$ cat src/rtl/ccff_loader_if.sv
`timescale 1ns/1ps
// Byte-stream handshake between the host controller (master) and the config-chain loader (slave).
interface ccff_loader_if;
    logic [7:0] din;
    logic       din_valid;
    logic       din_ready;

    modport master (output din, output din_valid, input din_ready);
    modport slave  (input din, input din_valid, output din_ready);
endinterface

$ cat src/rtl/ccff_loader.sv
`timescale 1ns/1ps
// ccff_loader: serialises a byte stream MSB-first onto the fabric ccff_head with a per-bit shift enable.
// Define CCFF_LOADER_CRC_EN to append a CRC-16-CCITT check of the shifted bits before DONE.
module ccff_loader #(
    parameter int CHAIN_LEN = 1024,
    parameter int CNT_W     = 16
) (
    input  logic         prog_clk,
    input  logic         reset,
    input  logic         start,
    input  logic         abort,
    ccff_loader_if.slave dbus,
    output logic         ccff_head,
    output logic         ccff_shift,
    output logic         busy,
    output logic         done,
    output logic         error
);

    localparam logic [CNT_W-1:0] LAST_CNT  = CNT_W'(CHAIN_LEN);
    localparam logic [CNT_W-1:0] NUM_BYTES = CNT_W'((CHAIN_LEN + 7) / 8);

`ifdef CCFF_LOADER_CRC_EN
    typedef enum logic [1:0] {S_IDLE, S_LOAD, S_CRC, S_DONE} state_t;
`else
    typedef enum logic [1:0] {S_IDLE, S_LOAD, S_DONE} state_t;
`endif

    state_t           state_q, state_d;
    logic [CNT_W-1:0] bit_cnt_q, bit_cnt_d;
    logic [CNT_W-1:0] byte_cnt_q, byte_cnt_d;
    logic [7:0]       hold_q, hold_d;
    logic             hold_full_q, hold_full_d;
    logic [7:0]       shift_q, shift_d;
    logic [2:0]       shift_cnt_q, shift_cnt_d;
    logic             ccff_head_q, ccff_head_d;
    logic             ccff_shift_q, ccff_shift_d;

    logic chain_full, load_ready, crc_ready, xfer, present, take_hold, bit_val, restart;

`ifdef CCFF_LOADER_CRC_EN
    logic [15:0] crc_q, crc_d;
    logic [7:0]  crc_hi_q, crc_hi_d;
    logic        crc_cnt_q, crc_cnt_d;
    logic        error_q, error_d;
    logic        crc_fb;
    assign crc_ready = (state_q == S_CRC);
`else
    assign crc_ready = 1'b0;
`endif

    assign chain_full = (bit_cnt_q == LAST_CNT);
    // The holding reg may refill on the same edge it hands its byte to the empty shift reg.
    assign load_ready = (state_q == S_LOAD) && (!hold_full_q || shift_cnt_q == 3'd0)
                        && (byte_cnt_q != NUM_BYTES);
    assign dbus.din_ready = load_ready | crc_ready;
    assign xfer      = dbus.din_valid & dbus.din_ready;
    assign present   = (state_q == S_LOAD) && !chain_full && (shift_cnt_q != 3'd0 || hold_full_q);
    assign take_hold = present && (shift_cnt_q == 3'd0);
    assign bit_val   = take_hold ? hold_q[7] : shift_q[7];
    assign restart   = (state_q == S_IDLE || state_q == S_DONE) && start;

    // FSM state register
    always_ff @(posedge prog_clk or negedge reset) begin
        if (!reset) state_q <= S_IDLE;
        else        state_q <= state_d;
    end

    // FSM next-state logic
    always_comb begin
        state_d = state_q;
        if (abort) begin
            state_d = S_IDLE;
        end else begin
            case (state_q)
                S_IDLE, S_DONE: if (start) state_d = S_LOAD;
`ifdef CCFF_LOADER_CRC_EN
                S_LOAD: if (chain_full) state_d = S_CRC;
                S_CRC:  if (xfer && crc_cnt_q) state_d = S_DONE;
`else
                S_LOAD: if (chain_full) state_d = S_DONE;
`endif
                default: state_d = S_IDLE;
            endcase
        end
    end

    // FSM outputs
    always_comb begin
`ifdef CCFF_LOADER_CRC_EN
        busy  = (state_q == S_LOAD) || (state_q == S_CRC);
        error = error_q;
`else
        busy  = (state_q == S_LOAD);
        error = 1'b0;
`endif
        done       = (state_q == S_DONE);
        ccff_head  = ccff_head_q;
        ccff_shift = ccff_shift_q;
    end

    // Datapath next-state
    always_comb begin
        bit_cnt_d    = bit_cnt_q;
        byte_cnt_d   = byte_cnt_q;
        hold_d       = hold_q;
        hold_full_d  = hold_full_q;
        shift_d      = shift_q;
        shift_cnt_d  = shift_cnt_q;
        ccff_head_d  = ccff_head_q;
        ccff_shift_d = 1'b0;
`ifdef CCFF_LOADER_CRC_EN
        crc_d     = crc_q;
        crc_hi_d  = crc_hi_q;
        crc_cnt_d = crc_cnt_q;
        error_d   = error_q;
        crc_fb    = crc_q[15] ^ bit_val;
`endif
        if (abort) begin
`ifdef CCFF_LOADER_CRC_EN
            error_d = 1'b0;
`endif
        end else if (restart) begin
            bit_cnt_d   = '0;
            byte_cnt_d  = '0;
            hold_full_d = 1'b0;
            shift_cnt_d = 3'd0;
`ifdef CCFF_LOADER_CRC_EN
            crc_d     = 16'hFFFF;
            crc_cnt_d = 1'b0;
            error_d   = 1'b0;
`endif
        end else begin
            if (present) begin
                ccff_shift_d = 1'b1;
                ccff_head_d  = bit_val;
                bit_cnt_d    = bit_cnt_q + CNT_W'(1);
`ifdef CCFF_LOADER_CRC_EN
                crc_d = {crc_q[14:0], 1'b0} ^ (crc_fb ? 16'h1021 : 16'h0000);
`endif
                if (take_hold) begin
                    shift_d     = {hold_q[6:0], 1'b0};
                    shift_cnt_d = 3'd7;
                    hold_full_d = 1'b0;
                end else begin
                    shift_d     = {shift_q[6:0], 1'b0};
                    shift_cnt_d = shift_cnt_q - 3'd1;
                end
                // Unused LSBs of the final byte are dropped once the chain is full.
                if (bit_cnt_q + CNT_W'(1) == LAST_CNT) begin
                    shift_cnt_d = 3'd0;
                    hold_full_d = 1'b0;
                end
            end
            if (xfer && load_ready) begin
                hold_d      = dbus.din;
                hold_full_d = 1'b1;
                byte_cnt_d  = byte_cnt_q + CNT_W'(1);
            end
`ifdef CCFF_LOADER_CRC_EN
            if (xfer && crc_ready) begin
                if (!crc_cnt_q) begin
                    crc_hi_d  = dbus.din;
                    crc_cnt_d = 1'b1;
                end else begin
                    error_d = ({crc_hi_q, dbus.din} != crc_q);
                end
            end
`endif
        end
    end

    always_ff @(posedge prog_clk or negedge reset) begin
        if (!reset) begin
            bit_cnt_q    <= '0;
            byte_cnt_q   <= '0;
            hold_q       <= '0;
            hold_full_q  <= 1'b0;
            shift_q      <= '0;
            shift_cnt_q  <= 3'd0;
            ccff_head_q  <= 1'b0;
            ccff_shift_q <= 1'b0;
        end else begin
            bit_cnt_q    <= bit_cnt_d;
            byte_cnt_q   <= byte_cnt_d;
            hold_q       <= hold_d;
            hold_full_q  <= hold_full_d;
            shift_q      <= shift_d;
            shift_cnt_q  <= shift_cnt_d;
            ccff_head_q  <= ccff_head_d;
            ccff_shift_q <= ccff_shift_d;
        end
    end

`ifdef CCFF_LOADER_CRC_EN
    always_ff @(posedge prog_clk or negedge reset) begin
        if (!reset) begin
            crc_q     <= 16'hFFFF;
            crc_hi_q  <= '0;
            crc_cnt_q <= 1'b0;
            error_q   <= 1'b0;
        end else begin
            crc_q     <= crc_d;
            crc_hi_q  <= crc_hi_d;
            crc_cnt_q <= crc_cnt_d;
            error_q   <= error_d;
        end
    end
`endif

endmodule

$ cat src/flat_wrapper.sv
// flat-port wrapper written by rule: the top's interface ports become plain ports
module ccff_loader_flat 
#(
    parameter int CHAIN_LEN = 1024,
    parameter int CNT_W     = 16
)
  (prog_clk, reset, start, abort, ccff_head, ccff_shift, busy, done, error, dbus_din, dbus_din_valid, dbus_din_ready);
  ccff_loader_if dbus_i ();
  input  logic prog_clk;
  input  logic reset;
  input  logic start;
  input  logic abort;
  output logic ccff_head;
  output logic ccff_shift;
  output logic busy;
  output logic done;
  output logic error;
  input wire logic [$bits(dbus_i.din)-1:0] dbus_din;
  input wire logic [$bits(dbus_i.din_valid)-1:0] dbus_din_valid;
  output wire logic [$bits(dbus_i.din_ready)-1:0] dbus_din_ready;
  assign dbus_i.din = dbus_din;
  assign dbus_i.din_valid = dbus_din_valid;
  assign dbus_din_ready = dbus_i.din_ready;
  ccff_loader #(.CHAIN_LEN(CHAIN_LEN), .CNT_W(CNT_W)) u_core (.prog_clk(prog_clk), .reset(reset), .start(start), .abort(abort), .dbus(dbus_i), .ccff_head(ccff_head), .ccff_shift(ccff_shift), .busy(busy), .done(done), .error(error));
endmodule
$ cat config.mk
export PLATFORM = sky130hd
export DESIGN_NAME = ccff_loader_flat
export DESIGN_NICKNAME = d
export VERILOG_FILES = /design/src/rtl/ccff_loader_if.sv /design/src/rtl/ccff_loader.sv /design/src/flat_wrapper.sv
export SDC_FILE = /design/constraint.sdc
export NUM_CORES = 1
export LEC_CHECK = 0
export BUFFER_PORTS_ARGS = -buffer_cell sky130_fd_sc_hd__buf_2
export CORE_MARGIN = 2
export CORE_UTILIZATION = 25
export DETAILED_ROUTE_END_ITERATION = 7
export PLACE_DENSITY = 0.41
export SKIP_LAST_GASP = 1
export SYNTH_ARGS = -nofsm -noshare
export SYNTH_HDL_FRONTEND = slang
export SYNTH_SLANG_ARGS = --single-unit
$ cat constraint.sdc
create_clock -name prog_clk -period 2.56 [get_ports prog_clk]
set_clock_uncertainty 0.2 [all_clocks]
set_input_delay 0.384 -clock prog_clk [delete_from_list [all_inputs] [get_ports prog_clk]]
set_output_delay 0.384 -clock prog_clk [all_outputs]
set_load 0.03 [all_outputs]
== Word level (Yosys, flattened, before mapping) ==
Cells that the tools add are included.
Storage, ports and cells
  flip-flop bits (word level): 56
  logic and storage cells: 70
  output and inout port bits: 6
  bits of input ports: 13
Operators by class
  reduce and logical (&&, ||, !) cells: 26
  $add $sub $neg: 3
  muxes and demuxes: 22
  equal/unequal tests: 7
  bitwise operators: 3
Operators with widths (number)
  16-bit two-way mux: 4
  16-bit by 1-bit adder with 16-bit output, second input constant: 2
  16-bit by 11-bit equality test with 1-bit output, second input constant: 2
  16-bit by 8-bit inequality test with 1-bit output, second input constant: 1
  3-bit two-way mux: 4
  1-bit two-way mux: 9
  3-bit AND reduction: 3
  8-bit two-way mux: 1
  1-bit logical AND: 7
  2-bit two-way mux: 3
  2-bit AND reduction: 3
  3-bit nonzero test: 2
  2-bit case mux with 2 select lines: 1
  2-bit nonzero test: 2
  4-bit nonzero test: 1
  3-bit zero test: 1
  1-bit logical OR: 3
  3-bit by 2-bit inequality test with 1-bit output, second input constant: 1
  3-bit inequality test, second input constant: 1
  3-bit by 1-bit subtractor with 3-bit output, second input constant: 1
  2-bit by 1-bit equality test with 1-bit output, second input constant: 1
  2-bit equality test, second input constant: 1
  1-bit zero test: 2
  2-bit zero test: 1
  3 further kinds: 4

== Depth between registers and ports, before layout ==
Gate-level depths: netlist (run 1).
  depth in word-level cells: 10
  mapped depth: 10
  gate-level depth less buffers: 9

== Worst setup path after synthesis (run 1) ==
Ideal clock, no wire load.
  path type: flip-flop to flip-flop
  start point: register u_core.state_q[1]
  end point: register u_core.bit_cnt_q[8]
  arrival time: 2090 ps
  period minus slack after synthesis: 2372 ps
  stages on the path, launching flop included: 7
  required time: 2277 ps
  path buffers: 1
  library setup time: 83 ps
  slack: 188 ps
  cells stage by stage: dfrtp_1 nor2b_1 o221ai_2 or2_2 buf_6 or3_1 o21ai_0
Between the ends
  cells in the longest elaborated chain, start to end: 5
  elaborated cells on any way between the ends: 10
  those cells by class: 2 x eq/ne; 1 x mux; 7 x reduce/logical
RTL lines
  start, declared: RTL line ccff_loader.sv:29  | state_t state_q, state_d;
  start signal, assigned: RTL line ccff_loader.sv:66  | else state_q <= state_d;
  2-bit by 1-bit equality test with 1-bit output
  via busy: RTL line flat_wrapper.sv:15  | output logic busy;
  1-bit logical AND (2 in series): RTL line ccff_loader.sv:58  | assign present = (state_q == S_LOAD) && !chain_full && (shift_cnt_q != 3'd0 || hold_full_q);
  2-bit nonzero test (no line)
  2-bit AND reduction (no line)
  end signal, assigned: RTL line ccff_loader.sv:184  | bit_cnt_q <= bit_cnt_d;
  end, declared: RTL line ccff_loader.sv:30  | logic [CNT_W-1:0] bit_cnt_q, bit_cnt_d;
The timed path passes the listed nets, and every way through them passes these cells.
A chain may end at the register's enable or synchronous reset.

== Worst setup path after layout (run 1) ==
  start point: register u_core.bit_cnt_q[10]
  end point: register u_core.shift_cnt_q[0]
Between the ends
  cells in the longest elaborated chain, start to end: 9
  elaborated cells on any way between the ends: 13
  those cells by class: 1 x add/sub; 2 x eq/ne; 4 x mux; 6 x reduce/logical
RTL lines
  parallel branches: the longest is 9 deep, another holds 16-bit by 1-bit adder with 16-bit output
  end signal, assigned: RTL line ccff_loader.sv:189  | shift_cnt_q <= shift_cnt_d;
  end, declared: RTL line ccff_loader.sv:35  | logic [2:0] shift_cnt_q, shift_cnt_d;
Parallel ways; which one is timed is not known. The select of a mux whose other input is x is not followed.

==> impl_results.html, run 1 <==
<table>
<tr><th>Metric</th><th>Value</th></tr>
<tr><th colspan="2">Status</th></tr>
<tr><td>Outcome</td><td>complete, no violations</td></tr>
<tr><th colspan="2">Synth</th></tr>
<tr><td>Cell count after synthesis</td><td>341</td></tr>
<tr><td>Synth top area cells</td><td>sky130_fd_sc_hd__dfrtp_1 46%, sky130_fd_sc_hd__o21ai_0 7.7%, sky130_fd_sc_hd__nand2_1 7.0%</td></tr>
<tr><td>Async set-or-reset flop fraction in the synthesized netlist</td><td>100%</td></tr>
<tr><td>Area of the mapped netlist</td><td>2990 µm²</td></tr>
<tr><td>Number of enable flip-flop cells after synthesis</td><td>0</td></tr>
<tr><td>Top_reg_cell synth</td><td>sky130_fd_sc_hd__dfrtp_1</td></tr>
<tr><td>Syn_area_per_cell</td><td>8.77 µm²</td></tr>
<tr><td>Post-synth net total</td><td>360</td></tr>
<tr><td>Cell accounting for the most synthesized area</td><td>sky130_fd_sc_hd__dfrtp_1</td></tr>
<tr><td>Total of flip-flops plus latches after synthesis</td><td>55</td></tr>
<tr><td>Count of warnings emitted by yosys</td><td>0</td></tr>
<tr><td>Distinct cells, synth</td><td>54</td></tr>
<tr><td>Top cell type's share of synthesized area</td><td>46.0%</td></tr>
<tr><td>Post-synthesis sequential area ratio</td><td>46.0%</td></tr>
<tr><th colspan="2">Clock network</th></tr>
<tr><td>Total number of clock tree sinks</td><td>55</td></tr>
<tr><td>Insertion delay of the later-clocked pin in the worst-skew pair</td><td>0.30 ns</td></tr>
<tr><td>Number of buffers created by CTS</td><td>5</td></tr>
<tr><td>Number of H-tree branching levels</td><td>2</td></tr>
<tr><td>CTS Root Cell</td><td>sky130_fd_sc_hd__clkbuf_16</td></tr>
<tr><td>Clock transition time at the flip-flop clock pins of the worst setup and hold paths</td><td>0.08 ns</td></tr>
<tr><td>TritonCTS clock tree</td><td>yes</td></tr>
<tr><td>Maximum number of buffers from clock root to sink</td><td>2</td></tr>
<tr><th colspan="2">Run</th></tr>
<tr><td>Max-capacitance violation count</td><td>0</td></tr>
<tr><th colspan="2">Routing</th></tr>
<tr><td>Total wire length</td><td>7590 µm</td></tr>
<tr><td>First DRT Iteration DRCs</td><td>117</td></tr>
<tr><td>Antenna-violating nets left</td><td>0</td></tr>
<tr><td>Vias per std cell</td><td>5.01</td></tr>
<tr><td>Wire length per cell after detailed routing</td><td>14.7 µm</td></tr>
<tr><td>Routed via count</td><td>2579</td></tr>
<tr><td>Count of unresolved DRC violations after routing</td><td>0</td></tr>
<tr><td>First-pass DRT Iterations</td><td>4</td></tr>
<tr><th colspan="2">Timing</th></tr>
<tr><td>Final hold slack</td><td>0.0678 ns</td></tr>
<tr><td>Setup repair after global routing missed its margin</td><td>false</td></tr>
<tr><td>Final Max Slew Viols</td><td>0</td></tr>
<tr><td>Post-Route Setup TNS</td><td>0 ns</td></tr>
<tr><td>Final setup violation count</td><td>0</td></tr>
<tr><td>Worst Setup Slack, final</td><td>0.112 ns</td></tr>
<tr><td>Final Hold Fails</td><td>0</td></tr>
<tr><td>Max Freq</td><td>408 MHz</td></tr>
<tr><td>Final worst path period need</td><td>2.45 ns</td></tr>
<tr><td>Ratio of final minimum period to clock period</td><td>95.6%</td></tr>
<tr><th colspan="2">Worst setup path</th></tr>
<tr><td>Startpoint type of the worst setup path</td><td>register</td></tr>
<tr><td>Buffer and inverter count on the worst path</td><td>0</td></tr>
<tr><td>List of cells traversed by the critical path</td><td>nand4_1 -&gt; nor3_4 -&gt; nand3_1 -&gt; a2111o_1 -&gt; or2_1 -&gt; a22o_1</td></tr>
<tr><td>Crit path required time</td><td>2.55 ns</td></tr>
<tr><td>Crit path kind</td><td>reg2reg</td></tr>
<tr><td>Kind of capture point of the worst setup path</td><td>register</td></tr>
<tr><td>Worst path top cell family by delay</td><td>simple AND/OR/NAND/NOR gates</td></tr>
<tr><td>Crit path DAT</td><td>2.43 ns</td></tr>
<tr><td>Slowest CP cell</td><td>sky130_fd_sc_hd__dfrtp_1</td></tr>
<tr><td>Largest stage delay on the critical path</td><td>0.55 ns</td></tr>
<tr><td>Crit-path max FO</td><td>7</td></tr>
<tr><th colspan="2">Finish</th></tr>
<tr><td>Non-filler cells in the finished layout</td><td>515</td></tr>
<tr><td>Area added between synthesis and finish</td><td>17.1%</td></tr>
<tr><td>Filler Cell Count</td><td>1191</td></tr>
<tr><td>Antenna diodes</td><td>0</td></tr>
<tr><td>Fraction of layout instances using a drive strength above 1</td><td>16.4%</td></tr>
<tr><td>Final #Nets</td><td>390</td></tr>
<tr><th colspan="2">Placed design</th></tr>
<tr><td>Placed wire-length estimate after detailed placement</td><td>5340 µm</td></tr>
<tr><td>Placer Congestion</td><td>0.828</td></tr>
<tr><td>Cells after DPL</td><td>504</td></tr>
<tr><td>Pre-CTS setup slack</td><td>0.0161 ns</td></tr>
<tr><td>IO buf count</td><td>17</td></tr>
<tr><th colspan="2">Die</th></tr>
<tr><td>Die X-Extent</td><td>113 µm</td></tr>
<tr><td>Initial core utilization</td><td>25.8%</td></tr>
<tr><td>Area inside the core boundary</td><td>11600 µm²</td></tr>
<tr><td>Core Rows</td><td>39</td></tr>
<tr><td>Num ports</td><td>19</td></tr>
<tr><td>Full die area</td><td>12800 µm²</td></tr>
<tr><td>Die extent in y</td><td>113 µm</td></tr>
<tr><th colspan="2">Global routing</th></tr>
<tr><td>Maximum number of pins on one net before global-route repair</td><td>21</td></tr>
<tr><td>Global route overflow</td><td>0</td></tr>
<tr><td>Global router's overall resource usage</td><td>12.6%</td></tr>
<tr><td>First-pass GRT wire length</td><td>13100 µm</td></tr>
<tr><td>Initial antenna violation count</td><td>0</td></tr>
<tr><td>Via count of the first global-routing pass</td><td>2529</td></tr>
<tr><th colspan="2">Hold path</th></tr>
<tr><td>Min-Delay Path Class</td><td>in2reg</td></tr>
<tr><th colspan="2">Power</th></tr>
<tr><td>Peak supply drop</td><td>0.306 mV</td></tr>
<tr><td>Int Pwr</td><td>1590 µW</td></tr>
<tr><td>Sequential share of power</td><td>46.7%</td></tr>
<tr><td>Reported leakage power</td><td>0.00148 µW</td></tr>
<tr><td>Ratio of total power to cell area</td><td>675 nW/µm²</td></tr>
<tr><td>Reported net switching power</td><td>772 µW</td></tr>
<tr><td>Fraction of power consumed by the clock network</td><td>29.6%</td></tr>
<tr><td>Switching share of power</td><td>32.7%</td></tr>
<tr><td>Share of power burned in combinational logic</td><td>23.7%</td></tr>
</table>
## path summary, 6_finish.rpt
path,start,end,slack [ns],depth (start not counted)
worst min-delay path,dbus_din[7],u_core.hold_q[7],0.07,3
worst max register to register,u_core.bit_cnt_q[10],u_core.shift_cnt_q[0],0.11,6
worst max-delay path,u_core.bit_cnt_q[10],u_core.shift_cnt_q[0],0.11,6
min in group asynchronous,reset,u_core.bit_cnt_q[8],0.39,2
max in group asynchronous,reset,u_core.shift_q[6],1.13,3
worst min register to register,u_core.hold_q[6],u_core.hold_q[6],0.29,2
## cell usage in the layout, fill, tap and decap left out, types with 2 or more instances in the layout
cell	synthesis	layout
sky130_fd_sc_hd__nand2_1	56	56
sky130_fd_sc_hd__dfrtp_1	55	54
sky130_fd_sc_hd__o21ai_0	46	46
sky130_fd_sc_hd__buf_4	3	20
sky130_fd_sc_hd__buf_2	2	17
sky130_fd_sc_hd__inv_1	16	16
sky130_fd_sc_hd__nor2_1	15	15
sky130_fd_sc_hd__nand3_1	13	13
sky130_fd_sc_hd__nand4_1	10	10
sky130_fd_sc_hd__a21oi_1	10	10
sky130_fd_sc_hd__nor3_1	11	10
sky130_fd_sc_hd__o22ai_1	7	7
sky130_fd_sc_hd__xnor2_1	6	6
sky130_fd_sc_hd__nor2b_1	5	5
sky130_fd_sc_hd__or3_1	5	5
sky130_fd_sc_hd__a21o_1	5	5
sky130_fd_sc_hd__o21ai_1	5	5
sky130_fd_sc_hd__ha_1	6	5
sky130_fd_sc_hd__clkbuf_16	0	5
sky130_fd_sc_hd__nor4_1	6	4
sky130_fd_sc_hd__a22o_1	4	4
sky130_fd_sc_hd__o31ai_1	4	4
sky130_fd_sc_hd__nand2b_1	3	3
sky130_fd_sc_hd__nor4_2	1	3
sky130_fd_sc_hd__a31oi_1	3	3
sky130_fd_sc_hd__and3_1	3	3
sky130_fd_sc_hd__nor3b_1	2	2
sky130_fd_sc_hd__and2_1	2	2
sky130_fd_sc_hd__nor3_2	1	2
sky130_fd_sc_hd__o211ai_1	2	2
sky130_fd_sc_hd__or4_1	2	2
## cell type report
type | count | area (µm²) | share of cell area (%)
Clock inverter | 2 | 16.3 | 0.465
Inverter | 17 | 63.8 | 1.82
Timing Repair Buffer | 38 | 245 | 7.00
Multi-Input combinational cell | 254 | 1490 | 42.6
Clock buffer | 6 | 129 | 3.68
Sequential cell | 55 | 1380 | 39.3
Tap cell | 143 | 179 | 5.11
## Yosys cell counts, types with 3 or more instances
cell type,number
sky130_fd_sc_hd__a21o_1,5
sky130_fd_sc_hd__nand2b_1,3
sky130_fd_sc_hd__a22o_1,4
sky130_fd_sc_hd__nand4_1,10
sky130_fd_sc_hd__buf_4,3
sky130_fd_sc_hd__nor4_1,6
sky130_fd_sc_hd__nor3_1,11
sky130_fd_sc_hd__dfrtp_1,55
sky130_fd_sc_hd__clkbuf_1,6
sky130_fd_sc_hd__o22ai_1,7
sky130_fd_sc_hd__ha_1,6
sky130_fd_sc_hd__nand2_1,56
sky130_fd_sc_hd__inv_1,16
sky130_fd_sc_hd__a21oi_1,10
sky130_fd_sc_hd__and3_1,3
sky130_fd_sc_hd__xnor2_1,6
sky130_fd_sc_hd__o31ai_1,4
sky130_fd_sc_hd__a31oi_1,3
sky130_fd_sc_hd__o21ai_0,46
sky130_fd_sc_hd__nor2_1,15
sky130_fd_sc_hd__o21ai_1,5
sky130_fd_sc_hd__nor2b_1,5
sky130_fd_sc_hd__nand3_1,13
sky130_fd_sc_hd__or3_1,5
## stage by stage
step           util [%]  cell area [µm²]  total power (µW)
3_5_place_dp       28.5             3300              1670
3_3_place_gp       28.5             3300              1660
5_1_grt            30.3             3500              2540
6_report           30.3             3500              2360
2_1_floorplan         -             2990              1470
4_1_cts            29.9             3460              2390
## power groups by stage
stage | registers (µW) | clock network [µW] | logic [µW]
CTS | 1100 | 733 | 548
floorplan | 1110 | 0 | 361
finish | 1100 | 700 | 560
detailed placement | 1120 | 0 | 546
global placement | 1120 | 0 | 540
global route | 1130 | 770 | 646
## registers in the layout, summed over array words and instances (netlist names)
register and count:
u_core.state_q 2, u_core.ccff_shift 1, u_core.bit_cnt_q 16, u_core.shift_cnt_q 3, u_core.byte_cnt_q 16, u_core.ccff_head 1
u_core.hold_full_q 1, u_core.shift_q 7, u_core.hold_q 8
## per-layer routing
| layer | vias to the layer above | global-route usage [%] | part of all wire, % |
|---|---|---|---|
| li1 | 1274 | - | - |
| met1 | 1261 | 18.2 | 52 |
| met2 | 39 | 19.2 | 44 |
| met3 | 5 | 2.36 | 2.7 |
| met4 | 0 | 3.82 | 1.3 |
| met5 | - | 0 | 0 |
## cells by family (layout without fill, tap and decap cells)
family | after synthesis | in the layout | share of synthesized area (%)
simple gates | 145 | 145 | 25.1
compound gates | 95 | 95 | 19.1
flops | 55 | 55 | 46.0
buf+inv | 32 | 63 | 5.06
xor+xnor | 7 | 7 | 2.05
fa+ha+maj | 6 | 6 | 2.51
other cells | 1 | 1 | 0.125
## repair_timing
action	in CTS	in global routing
gates resized for setup	0	8
hold buffers	1	0
buffers inserted	0	2
hold endpoints to repair	18	0
setup endpoints to repair	0	24
## worst min-delay path: stages
cell	delay [ns]
sky130_fd_sc_hd__buf_2	0.08
sky130_fd_sc_hd__nand2_1	0.04
sky130_fd_sc_hd__nand2_1	0.04
Power figures use the tool's default switching activity.
==> run 2, diff against run 1 <==
--- a/config.mk
+++ b/config.mk
@@ -5,6 +5,7 @@
 export SDC_FILE = /design/constraint.sdc
 export NUM_CORES = 1
 export LEC_CHECK = 0
+export ABC_AREA = 1
 export BUFFER_PORTS_ARGS = -buffer_cell sky130_fd_sc_hd__buf_2
 export CORE_MARGIN = 2
 export CORE_UTILIZATION = 25
==> impl_results.html, run 2 <==
<table>
<tr><th>Metric</th><th>Value</th></tr>
<tr><th colspan="2">Status</th></tr>
<tr><td>Outcome</td><td>complete, no violations (unchanged)</td></tr>
<tr><th colspan="2">Global routing</th></tr>
<tr><td>Via count of the first global-routing pass</td><td>2624 (was 2529)</td></tr>
<tr><td>Maximum number of pins on one net before global-route repair</td><td>56 (was 21)</td></tr>
<tr><td>Initial antenna violation count</td><td>0 (unchanged)</td></tr>
<tr><td>Global route overflow</td><td>0 (unchanged)</td></tr>
<tr><td>Global router's overall resource usage</td><td>12.3% (was 12.6%)</td></tr>
<tr><td>First-pass GRT wire length</td><td>12800 µm (was 13100 µm)</td></tr>
<tr><th colspan="2">Synth</th></tr>
<tr><td>Most frequent cell after synthesis</td><td>sky130_fd_sc_hd__nand2_1 (unchanged)</td></tr>
<tr><td>Cell accounting for the most synthesized area</td><td>sky130_fd_sc_hd__dfrtp_1 (unchanged)</td></tr>
<tr><td>Syn_area_per_cell</td><td>7.51 µm² (was 8.77 µm²)</td></tr>
<tr><td>Number of enable flip-flop cells after synthesis</td><td>0 (unchanged)</td></tr>
<tr><td>Total of flip-flops plus latches after synthesis</td><td>55 (unchanged)</td></tr>
<tr><td>Cell count after synthesis</td><td>414 (was 341)</td></tr>
<tr><td>Top_reg_cell synth</td><td>sky130_fd_sc_hd__dfrtp_1 (unchanged)</td></tr>
<tr><td>Count of warnings emitted by yosys</td><td>0 (unchanged)</td></tr>
<tr><td>Post-synthesis sequential area ratio</td><td>44.3% (was 46.0%)</td></tr>
<tr><td>Distinct cells, synth</td><td>32 (was 54)</td></tr>
<tr><td>Top cell type's share of synthesized area</td><td>44.3% (was 46.0%)</td></tr>
<tr><td>Area of the mapped netlist</td><td>3110 µm² (was 2990 µm²)</td></tr>
<tr><td>Synth top area cells</td><td>sky130_fd_sc_hd__dfrtp_1 44%, sky130_fd_sc_hd__nand2_1 14%, sky130_fd_sc_hd__o21ai_0 5.8% (was sky130_fd_sc_hd__dfrtp_1 46%, sky130_fd_sc_hd__o21ai_0 7.7%, sky130_fd_sc_hd__nand2_1 7.0%)</td></tr>
<tr><td>Post-synth net total</td><td>433 (was 360)</td></tr>
<tr><td>List of most frequent post-synthesis cells</td><td>116 x sky130_fd_sc_hd__nand2_1, 55 x sky130_fd_sc_hd__dfrtp_1, 48 x sky130_fd_sc_hd__inv_1 (was 56 x sky130_fd_sc_hd__nand2_1, 55 x sky130_fd_sc_hd__dfrtp_1, 46 x sky130_fd_sc_hd__o21ai_0)</td></tr>
<tr><td>Async set-or-reset flop fraction in the synthesized netlist</td><td>100% (unchanged)</td></tr>
<tr><th colspan="2">Placed design</th></tr>
<tr><td>Cells after DPL</td><td>594 (was 504)</td></tr>
<tr><td>Placed wire-length estimate after detailed placement</td><td>5300 µm (was 5340 µm)</td></tr>
<tr><td>Placer Congestion</td><td>0.760 (was 0.828)</td></tr>
<tr><td>IO buf count</td><td>17 (unchanged)</td></tr>
<tr><th colspan="2">Clock network</th></tr>
<tr><td>Maximum number of buffers from clock root to sink</td><td>2 (unchanged)</td></tr>
<tr><td>Total number of clock tree sinks</td><td>55 (unchanged)</td></tr>
<tr><td>Number of H-tree branching levels</td><td>2 (unchanged)</td></tr>
<tr><td>CTS Root Cell</td><td>sky130_fd_sc_hd__clkbuf_16 (unchanged)</td></tr>
<tr><td>Number of buffers created by CTS</td><td>5 (unchanged)</td></tr>
<tr><td>Insertion delay of the later-clocked pin in the worst-skew pair</td><td>0.31 ns (was 0.30 ns)</td></tr>
<tr><td>Clock transition time at the flip-flop clock pins of the worst setup and hold paths</td><td>0.08 ns (about the same)</td></tr>
<tr><td>TritonCTS clock tree</td><td>yes (unchanged)</td></tr>
<tr><th colspan="2">Die</th></tr>
<tr><td>Core Rows</td><td>40 (was 39)</td></tr>
<tr><td>Initial core utilization</td><td>25.8% (about the same)</td></tr>
<tr><td>Full die area</td><td>13300 µm² (was 12800 µm²)</td></tr>
<tr><td>Area inside the core boundary</td><td>12100 µm² (was 11600 µm²)</td></tr>
<tr><td>Num ports</td><td>19 (unchanged)</td></tr>
<tr><td>Die extent in y</td><td>116 µm (was 113 µm)</td></tr>
<tr><td>Die X-Extent</td><td>116 µm (was 113 µm)</td></tr>
<tr><th colspan="2">Finish</th></tr>
<tr><td>Antenna diodes</td><td>0 (unchanged)</td></tr>
<tr><td>Fraction of layout instances using a drive strength above 1</td><td>11.0% (was 16.4%)</td></tr>
<tr><td>Area added between synthesis and finish</td><td>13.9% (was 17.1%)</td></tr>
<tr><td>Final #Nets</td><td>453 (was 390)</td></tr>
<tr><td>Non-filler cells in the finished layout</td><td>603 (was 515)</td></tr>
<tr><td>Commonest cells after routing, fill and taps aside</td><td>116 x sky130_fd_sc_hd__nand2_1, 55 x sky130_fd_sc_hd__dfrtp_1, 48 x sky130_fd_sc_hd__inv_1 (was 56 x sky130_fd_sc_hd__nand2_1, 54 x sky130_fd_sc_hd__dfrtp_1, 46 x sky130_fd_sc_hd__o21ai_0)</td></tr>
<tr><td>Filler Cell Count</td><td>1314 (was 1191)</td></tr>
<tr><td>Largest registers</td><td>u_core.bit_cnt_q: 16 flops, u_core.byte_cnt_q: 16 flops, u_core.hold_q: 8 flops (unchanged)</td></tr>
<tr><td>Most common library cell in the layout ignoring fill and taps</td><td>sky130_fd_sc_hd__nand2_1 (unchanged)</td></tr>
<tr><th colspan="2">Hold path</th></tr>
<tr><td>Min-Delay Path Depth</td><td>3 (unchanged)</td></tr>
<tr><td>Worst Hold Path EP</td><td>u_core.hold_q[3] (was u_core.hold_q[7])</td></tr>
<tr><td>Min-Delay Path Class</td><td>in2reg (unchanged)</td></tr>
<tr><td>Hold wc startpoint</td><td>dbus_din[3] (was dbus_din[7])</td></tr>
<tr><th colspan="2">Timing</th></tr>
<tr><td>Final setup violation count</td><td>0 (unchanged)</td></tr>
<tr><td>Final Hold Fails</td><td>0 (unchanged)</td></tr>
<tr><td>Final worst path period need</td><td>2.39 ns (was 2.45 ns)</td></tr>
<tr><td>Post-Route Setup TNS</td><td>0 ns (unchanged)</td></tr>
<tr><td>Ratio of final minimum period to clock period</td><td>93.2% (was 95.6%)</td></tr>
<tr><td>Setup repair after global routing missed its margin</td><td>false (unchanged)</td></tr>
<tr><td>Final Max Slew Viols</td><td>0 (unchanged)</td></tr>
<tr><td>Max Freq</td><td>419 MHz (was 408 MHz)</td></tr>
<tr><th colspan="2">Routing</th></tr>
<tr><td>Total wire length</td><td>7410 µm (was 7590 µm)</td></tr>
<tr><td>Count of unresolved DRC violations after routing</td><td>0 (unchanged)</td></tr>
<tr><td>First-pass DRT Iterations</td><td>4 (unchanged)</td></tr>
<tr><td>Antenna-violating nets left</td><td>0 (unchanged)</td></tr>
<tr><td>First DRT Iteration DRCs</td><td>126 (was 117)</td></tr>
<tr><td>Wire length per cell after detailed routing</td><td>12.3 µm (was 14.7 µm)</td></tr>
<tr><td>Wire length on met1</td><td>3680 µm (was 3920 µm)</td></tr>
<tr><td>Vias per std cell</td><td>4.35 (was 5.01)</td></tr>
<tr><td>Top routing layer in use</td><td>met4 (unchanged)</td></tr>
<tr><td>Met2 Routed Length</td><td>3430 µm (was 3360 µm)</td></tr>
<tr><td>Routed via count</td><td>2621 (was 2579)</td></tr>
<tr><td>Length of routed met3 wiring</td><td>208 µm (was 206 µm)</td></tr>
<tr><th colspan="2">Worst setup path</th></tr>
<tr><td>Start point of the critical path</td><td>u_core.shift_cnt_q[0] (was u_core.bit_cnt_q[10])</td></tr>
<tr><td>R2R Path Start</td><td>u_core.shift_cnt_q[0] (was u_core.bit_cnt_q[10])</td></tr>
<tr><td>Register-to-register setup slack</td><td>0.39 ns (was 0.11 ns)</td></tr>
<tr><td>Crit-path max FO</td><td>7 (unchanged)</td></tr>
<tr><td>Kind of capture point of the worst setup path</td><td>output port (was register)</td></tr>
<tr><td>Crit path kind</td><td>reg2out (was reg2reg)</td></tr>
<tr><td>Buffer and inverter count on the worst path</td><td>2 (was 0)</td></tr>
<tr><td>Depth of the worst register-to-register path</td><td>9 (was 6)</td></tr>
<tr><td>Largest stage delay on the critical path</td><td>0.38 ns (was 0.55 ns)</td></tr>
<tr><td>Crit path DAT</td><td>1.80 ns (was 2.43 ns)</td></tr>
<tr><td>Worst path top cell family by delay</td><td>compound AO/OA/AOI/OAI gates (was simple AND/OR/NAND/NOR gates)</td></tr>
<tr><td>List of cells traversed by the critical path</td><td>inv_1 -&gt; ha_1 -&gt; nand2_2 -&gt; a21oi_1 -&gt; a21boi_1 -&gt; buf_2 (was nand4_1 -&gt; nor3_4 -&gt; nand3_1 -&gt; a2111o_1 -&gt; or2_1 -&gt; a22o_1)</td></tr>
<tr><td>Slowest CP cell</td><td>sky130_fd_sc_hd__dfrtp_1 (unchanged)</td></tr>
<tr><td>Crit path required time</td><td>1.98 ns (was 2.55 ns)</td></tr>
<tr><td>Startpoint type of the worst setup path</td><td>register (unchanged)</td></tr>
<tr><td>Worst reg2reg path endpoint</td><td>u_core.byte_cnt_q[4] (was u_core.shift_cnt_q[0])</td></tr>
<tr><th colspan="2">Power</th></tr>
<tr><td>Peak supply drop</td><td>0.360 mV (was 0.306 mV)</td></tr>
<tr><td>Reported leakage power</td><td>0.00161 µW (was 0.00148 µW)</td></tr>
<tr><td>Ratio of total power to cell area</td><td>678 nW/µm² (was 675 nW/µm²)</td></tr>
<tr><td>Design Power</td><td>2400 µW (was 2360 µW)</td></tr>
<tr><th colspan="2">Run</th></tr>
<tr><td>Max-capacitance violation count</td><td>0 (unchanged)</td></tr>
</table>
==> run 2: cell count changes in the layout (fill, tap and decap cells not counted), moves of 5 or more <==
cell | before | now
sky130_fd_sc_hd__a21o_1 | 5 | 0
sky130_fd_sc_hd__buf_4 | 20 | 4
sky130_fd_sc_hd__inv_1 | 16 | 48
sky130_fd_sc_hd__nand2_1 | 56 | 116
sky130_fd_sc_hd__nand3_1 | 13 | 30
sky130_fd_sc_hd__nor2_1 | 15 | 42
sky130_fd_sc_hd__nor2b_1 | 5 | 0
sky130_fd_sc_hd__nor3_1 | 10 | 3
sky130_fd_sc_hd__o21ai_0 | 46 | 36
sky130_fd_sc_hd__o21ai_1 | 5 | 13
sky130_fd_sc_hd__or3_1 | 5 | 0
==> run 2: repair_timing <==
action	CTS	global route
hold buffers	1	0
endpoints found under the setup margin	0	1
endpoints found under the hold margin	55	0
gates resized for setup	0	1
setup buffers	0	0
==> run 2: cells by family after synthesis <==
family | share of synthesized area, %
buf+inv | 8.86
simple gates | 29.9
xor+xnor | 1.69
fa+ha+maj | 2.42
flops | 44.3
other cells | 0.121
compound gates | 12.8
==> run 2: routing by layer <==
metal	vias to the layer above	GRT usage, %
li1	1376	-
met1	1213	16.5
met2	26	19.8
met3	6	3.14
met4	0	3.37
met5	-	0
==> run 2: final cells by class <==
class                           instances  area (µm²)  share of cell area (%)
Multi-Input combinational cell        296        1460                    41.1
Sequential cell                        55        1380                    38.9
Clock inverter                          3        28.8                   0.813
Inverter                               53         199                    5.62
Clock buffer                            5         125                    3.53
Timing Repair Buffer                   23         145                    4.10
Tap cell                              168         210                    5.94
==> run 2: worst max path at each step <==
| stage | slack, ns | cells after the start | end |
|---|---|---|---|
| CTS | 0.1 | 6 | dbus_din_ready |
| finish | 0.17 | 6 | dbus_din_ready |
| global placement | 0.37 | 9 | u_core.byte_cnt_q[4] |
| floorplan | 0.33 | 5 | dbus_din_ready |
| detailed placement | 0.35 | 9 | u_core.byte_cnt_q[4] |
| global route | 0.01 | 6 | dbus_din_ready |
==> run 2: power breakdown <==
part	internal (µW)	total [µW]	switching (µW)
sequential	1030	1130	96.8
combinational	178	531	353
clock	375	744	369
total	1580	2400	818
==> run 2: through the flow <==
step | area (µm²) | utilization, % | setup slack (ns) | hold WS (ns)
2_1_floorplan | 3110 | - | 0.334 | -0.112
3_3_place_gp | 3380 | 28.0 | 0.367 | 0.223
3_5_place_dp | 3380 | 28.0 | 0.350 | 0.224
4_1_cts | 3540 | 29.4 | 0.0974 | 0.0572
5_1_grt | 3540 | 29.4 | 0.0119 | 0.0680
6_report | 3540 | 29.4 | 0.174 | 0.0673
==> run 2: tightest hold or removal path: stages <==
cell and delay (ns):
sky130_fd_sc_hd__buf_2 0.07, sky130_fd_sc_hd__nand2_1 0.04, sky130_fd_sc_hd__nand2_1 0.05
